<file path="src/rtl/regfile_burst_arbiter.sv">
// Round-robin owner of the register-file write port; sequences one requester's
// burst of consecutive register writes (up or down) one register per cycle.
module regfile_burst_arbiter #(
    parameter int unsigned N  = 4,
    parameter int unsigned DW = 32,
    parameter int unsigned LW = 3
) (
    input  logic            clock,
    input  logic            reset,
    input  logic [N-1:0]    req,
    input  logic [N-1:0]    dir,
    input  logic [5*N-1:0]  base,
    input  logic [LW*N-1:0] len,
    input  logic [DW*N-1:0] wdata,
    output logic [N-1:0]    grant,
    output logic            wr_en,
    output logic [4:0]      wr_regnum,
    output logic [DW-1:0]   wr_data,
    output logic [N-1:0]    done
);

    localparam int unsigned PW = (N > 1) ? $clog2(N) : 1;

    typedef enum logic [1:0] {IDLE, BURST, DONE} state_t;

    state_t        state;
    logic [PW-1:0] ptr;
    logic [4:0]    cur;
    logic [LW-1:0] cnt;
    logic          d;

    logic          found;
    logic [PW-1:0] idx;
    logic [PW-1:0] win;
    logic [N-1:0]  win_oh;
    logic [4:0]    win_base;
    logic [LW-1:0] win_len;
    logic          win_dir;

    // Round-robin pick: first requester at or after ptr, plus its burst fields.
    always_comb begin
        found    = 1'b0;
        idx      = '0;
        win      = '0;
        win_oh   = '0;
        win_base = '0;
        win_len  = '0;
        win_dir  = 1'b0;
        for (int unsigned k = 0; k < N; k++) begin
            idx = PW'((32'(ptr) + k) % N);
            if (!found && req[idx]) begin
                found = 1'b1;
                win   = idx;
            end
        end
        for (int unsigned i = 0; i < N; i++) begin
            if (32'(win) == i) begin
                win_oh[i] = 1'b1;
                win_base  = base[5*i +: 5];
                win_len   = len[LW*i +: LW];
                win_dir   = dir[i];
            end
        end
    end

    always_ff @(posedge clock) begin
        if (!reset) begin
            state <= IDLE;
            ptr   <= '0;
            cur   <= '0;
            cnt   <= '0;
            d     <= 1'b0;
            grant <= '0;
            done  <= '0;
        end else begin
            done <= '0;
            case (state)
                IDLE: begin
                    if (found) begin
                        cur   <= win_base;
                        cnt   <= win_len;
                        d     <= win_dir;
                        grant <= win_oh;
                        ptr   <= PW'((32'(win) + 1) % N);
                        state <= BURST;
                    end
                end
                BURST: begin
                    cur <= d ? cur + 5'd1 : cur - 5'd1;
                    cnt <= cnt - LW'(1);
                    if (cnt == '0) begin
                        grant <= '0;
                        done  <= grant;
                        state <= DONE;
                    end
                end
                DONE:    state <= IDLE;
                default: state <= IDLE;
            endcase
        end
    end

    // Register 0 is hardwired, so its beat is consumed without a write.
    assign wr_en     = (state == BURST) && (cur != 5'd0);
    assign wr_regnum = (state == BURST) ? cur : 5'd0;

    always_comb begin
        wr_data = '0;
        for (int unsigned i = 0; i < N; i++) begin
            if (grant[i]) wr_data = wr_data | wdata[DW*i +: DW];
        end
    end

endmodule

</file>
<file path="config.mk">
export PLATFORM = sky130hd
export DESIGN_NAME = regfile_burst_arbiter
export DESIGN_NICKNAME = d
export VERILOG_FILES = /design/src/rtl/regfile_burst_arbiter.sv
export SDC_FILE = /design/constraint.sdc
export NUM_CORES = 1
export LEC_CHECK = 0
export CAP_MARGIN = 20
export CORE_UTILIZATION = 30
export DETAILED_ROUTE_END_ITERATION = 16
export PLACE_DENSITY = 0.83
export RECOVER_POWER = 50
export SYNTH_ARGS = -nofsm -noshare
export SYNTH_HDL_FRONTEND = slang
export SYNTH_SLANG_ARGS = --single-unit
</file>
<file path="constraint.sdc">
create_clock -name clock -period 2.95 [get_ports clock]
set_input_delay 0.59 -clock clock [delete_from_list [all_inputs] [get_ports clock]]
set_output_delay 0.59 -clock clock [all_outputs]
set_load 0.005 [all_outputs]
</file>
==> Word-level counts from Yosys, hierarchy flattened <==
Cells that the tools add are included.
{ "word_totals": {"ff_bits": 21, "wordCells": 92} }
{ "op_classes": {"n_addsub": 7, "magnitude_cmp": 4, "n_eq_ne": 6, "n_mux": 48, "bitwise": 3, "reduce_logical": 17} }
{ "ops": {"columns": ["cell", "n"], "rows": [
  ["32-bit 2-to-1 mux", 4],
  ["32-bit bitwise OR", 3],
  ["5-bit 2-to-1 mux", 7],
  ["1-bit 2-to-1 mux", 16],
  ["3-bit 2-to-1 mux", 5],
  ["2-bit by 3-bit less-than comparator with 1-bit output, second input constant", 4],
  ["2-bit 2-to-1 mux", 6],
  ["5-bit one-hot mux with 2 select lines", 1],
  ["1-bit binary-select mux with 2-bit select", 4],
  ["4-bit 2-to-1 mux", 2],
  ["4-bit one-hot mux with 2 select lines", 1],
  ["3-bit one-hot mux with 2 select lines", 1],
  ["2-bit AND reduction", 3],
  ["3-bit AND reduction", 2],
  ["5-bit by 1-bit adder with 5-bit output, second input constant", 1],
  ["5-bit nonzero test", 1],
  ["5-bit by 1-bit subtractor with 5-bit output, second input constant", 1],
  ["2-bit by 1-bit adder with 2-bit output, second input constant", 2],
  ["2-bit adder, second input constant", 2],
  ["2-bit by 1-bit equality test with 1-bit output, second input constant", 2],
  ["2-bit equality test, second input constant", 2],
  ["1-bit logical AND", 4],
  ["2-bit logical NOT", 2],
  ["2-bit inequality test, second input constant", 2],
  ["5 further kinds", 7]
]} }

==> Logic depth before layout (Yosys ltp) <==
{ "logic_depth": {"word_depth": 19, "depth_mapped": 11, "depth_no_buf": 9} }

==> Worst setup path before layout <==
OpenSTA, ideal clock, no wires.
{ "synth_timing": {"path_kind": "input to register", "from": "input req[2]", "to": "register cur[4]", "setup_time_ps": 123, "arrival_ps": 2219, "t_required_ps": 2827, "path_slack_ps": 608, "path_stages": 10, "path_buffers": 1, "path_cell_list": "inv_1 -> o22ai_1 -> a221oi_1 -> nand2_1 -> ha_1 -> buf_2 -> nor2b_1 -> a221o_1 -> a221oi_1 -> o41ai_1"} }
{ "synth_via": {"elab_chain_len": 19, "elab_cells_between_ends": 34} }
{ "synth_rtl": {"columns": ["item", "line_no", "rtl"], "rows": [
  ["start, declared", "10", "input logic [N-1:0] req,"],
  ["1-bit binary-select mux with 2-bit select", "51", "if (!found && req[idx]) begin"],
  ["1-bit 2-to-1 mux (not written as such)", "51", null],
  ["1-bit 2-to-1 mux", "51", null],
  ["1-bit logical NOT", "51", null],
  ["1-bit logical AND", "51", null],
  ["1-bit 2-to-1 mux", "51", null],
  ["1-bit logical NOT", "51", null],
  ["1-bit logical AND", "51", null],
  ["1-bit 2-to-1 mux", "51", null],
  ["1-bit logical NOT", "51", null],
  ["1-bit logical AND", "51", null],
  ["2-bit 2-to-1 mux", "51", null],
  ["2-bit logical NOT", "57", "if (32'(win) == i) begin"],
  ["5-bit 2-to-1 mux (4 in series)", "57", null],
  ["5-bit 2-to-1 mux", "79", "if (found) begin"],
  ["5-bit one-hot mux with 2 select lines", "77", "case (state)"],
  ["end signal, assigned", "80", "cur <= win_base;"],
  ["end signal, assigned", "89", "cur <= d ? cur + 5'd1 : cur - 5'd1;"],
  ["end, declared", "28", "logic [4:0] cur;"]
]} }
Parallel ways exist; a longest one is shown, timed or not. The select of a mux whose other input is x is not followed.
A chain may end at the register's enable or synchronous reset.

==> Worst setup path after layout <==
{ "layout_timing": {"from": "register grant[2]", "to": "output wr_data[6]"} }
{ "layout_via": {"elab_chain_len": 3} }
{ "layout_rtl": {"columns": ["item", "line_no", "rtl"], "rows": [
  ["start, declared", "15", "output logic [N-1:0] grant,"],
  ["start signal, assigned", "83", "grant <= win_oh;"],
  ["32-bit 2-to-1 mux *", "110", "if (grant[i]) wr_data = wr_data | wdata[DW*i +: DW];"],
  ["32-bit bitwise OR", "110", null],
  ["32-bit 2-to-1 mux *", "110", null],
  ["end, declared", "18", "output logic [DW-1:0] wr_data,"]
]} }
Mark *: on every way between the ends. The rest lies on a longest branch, timed or not.

==> impl_metrics.ini <==
[outcome]
outcome = finished clean

[floorplanning]
die_h_microns = 87.63
rows = 30
core_area_sq_um = 6944
ioPinCount = 216
initial_utilization_pct = 31.68
die_area_sq_um = 7678
die_w_microns = 87.63

[timing]
fin_ws_ns = 0.2015
post-route-period-util_pct = 93.17
setup_violations = 0
slew_headroom_pct = 34.05
rsz0062_at_grt = false
clock.fmax_mhz = 363.8
report.final.slew_viol_count = 0
hold_viol_final = 0
tightest_slew_ns = 0.9817
fin_crit_ns = 2.748
finClkSkew_ns = 0.007992
fin_setup_tns_ns = 0

[placed_design]
dp.cells = 606
gp_congestion = 0.8374
pre_cts_ws_ns = -0.2151
hpwlAfterDp_microns = 8810
port_buffers = 215
dpl_cell_area_sq_um = 4491

[layout]
layout.cells.non_filler = 610
layout-drive-gt1-share_pct = 5.642
antenna_cells = 0
utilization_pct = 65.15
fin_nets = 695
syn_to_final_growth_pct = 105.7
final_cell_area_sq_um = 4524

[synthesis]
ys_top_cells_by_area = a22oi_1 (22%), dfxtp_1 (19%), nand2_1 (8.4%), a21oi_1 (7.1%), ha_1 (5.1%)
synthFlopType = dfxtp_1
yosysTopAreaCell = a22oi_1
syn_inst = 304
synth-seq-cells = 21
seq_area_frac_synth_pct = 19.11
synth_top_area_share_pct = 21.84
synth_commonest_cells = a22oi_1 (64), nand2_1 (49), a21oi_1 (31), dfxtp_1 (21), inv_1 (17)
synth_warnings = 0
yosys.cell_count.top_type = a22oi_1
syn-mean-instance-area_sq_um = 7.236
synth_area_sq_um = 2200
synth_cell_types = 42
synth-edff-count = 0
syn_nets = 484
async_flop_share_pct = 0

[drt]
route.detailed.drc = 0
drt_first_pass_iters = 4
vias = 3186
viasPerCell = 5.223
postRouteAntennaNets = 0
routed_wl_microns = 10740
wl_per_cell_microns = 17.60
drt_iter0_markers = 207

[worst_hold_path]
holdCritStartpoint = cnt[1]$_SDFFE_PN0P_
hold_class = flip-flop to flip-flop
hold_depth = 2

[critical_path]
endpoint_kind = output port
timing.rr.start = ptr[0]$_SDFFE_PN0P_
crit_fanout = 33
setup.worst_path.start_class = flip-flop
setup.worst_path.start = grant[2]$_SDFFE_PN0P_
crit_required_ns = 2.36
criticalPathCategory = flip-flop to output port
arrival_ns = 2.16
r2r_cells = 11

[run]
drv_cap = 0

[power]
ir_drop_v = 0.0004486
power.leakage_uw = 0.001864
p_per_area_nw_per_um2 = 601.3

[cts]
cts_buffers = 3
cts-root-buf = clkbuf_8
cts_buffer_depth = 2
cts_htree_levels = 1
tritoncts = yes
post_cts_buffers = 0
insertion_delay_ns = 0.27
clk_pin_slew_ns = 0.07
cts_sinks = 21

[global_routing]
grt_pass1_vias = 3177
gr-total-overflow = 0
antenna_found_initial = 0
groute.usage.overall_pct = 26.25
grt_max_degree = 36
grt_pass1_wl_microns = 15590
## repair_timing
action,in CTS,in global routing
setup endpoints to repair,0,8
gates resized for setup,0,4
hold buffers,0,0
## power by group
group	internal (uW)	leakage [uW]	total (uW)	switching [uW]
clock	96.5	0.0000228	196	99.6
sequential	373	0.000173	482	109
combinational	1130	0.00167	2040	911
total	1600	0.00186	2720	1120
## worst max-delay path: stages (launching register included)
cell and delay, ns:
dfxtp_1 0.39, clkbuf_2 0.58, a22oi_1 0.21, nand2_1 0.16
clkdlybuf4s50_1 0.54
## kinds of logic (layout without fill, tap and decap cells)
logic type	count (synthesis)	count (layout)	share of synthesized area (%)
compound gates	130	130	42.38
mux	1	1	0.4551
flops	21	21	19.11
simple gates	95	95	21.56
buf+inv	45	255	9.670
xor+xnor	2	2	0.7965
fa+ha+maj	10	10	6.030
## registers in the layout, indices dropped and copies added (netlist names)
register / cells
cnt: 3
cur: 5
d: 1
done: 4
grant: 4
ptr: 2
state: 2
## cells in the final DEF (no fill, tap or decap), types with 2 or more instances in the layout
master / Yosys / layout
nand3b_1: 7 / 7
a221oi_2: 1 / 2
a221o_1: 6 / 6
and2_1: 13 / 9
a221oi_1: 5 / 4
nor3_1: 1 / 3
o21a_1: 2 / 2
buf_12: 0 / 2
clkbuf_8: 0 / 3
a22oi_1: 64 / 64
nand3_1: 4 / 4
nand2_1: 49 / 49
dlygate4sd3_1: 0 / 18
inv_1: 17 / 17
nor2_1: 10 / 10
a211o_1: 3 / 3
a21o_1: 3 / 3
dfxtp_1: 21 / 21
a21oi_1: 31 / 31
o21ai_1: 3 / 3
nand2b_1: 4 / 4
and2b_1: 2 / 2
ha_1: 9 / 7
xor2_1: 2 / 2
buf_4: 1 / 13
clkbuf_2: 0 / 3
o21ai_0: 2 / 2
clkdlybuf4s50_1: 0 / 197
and2_0: 0 / 4
## metal layers
layer / part of all wire [%] / wire length [microns] / up-vias / track usage, %
li1: - / - / 1547 / -
met1: 41 / 4349 / 1479 / 32.01
met2: 50 / 5399 / 150 / 47.23
met3: 8.0 / 856 / 10 / 5.467
met4: 1.2 / 131 / 0 / 5.961
met5: 0 / 0 / - / 0
## final timing paths
check	slack (ns)	end
setup / recovery	0.20	wr_data[6]
hold reg to reg	0.46	cnt[1]$_SDFFE_PN0P_
hold / removal	0.46	cnt[1]$_SDFFE_PN0P_
setup reg to reg	0.64	cur[1]$_SDFFE_PN0P_
## area by class of cell
type	instances	area, sq um
multi-input combinational	238	1563
clock buffer	4	45.04
inverter	17	63.81
tap	96	120.1
timing repair buffer	234	2312
sequential	21	420.4
fill	614	2420
## metrics by stage
step / hold slack, ns / power, uW
floorplan: 0.4363 / 1548
global placement: 0.4441 / 2464
detailed placement: 0.4463 / 2534
CTS: 0.4569 / 2738
global route: 0.5053 / 2946
finish: 0.4572 / 2720
Power figures use the tool's default switching activity.
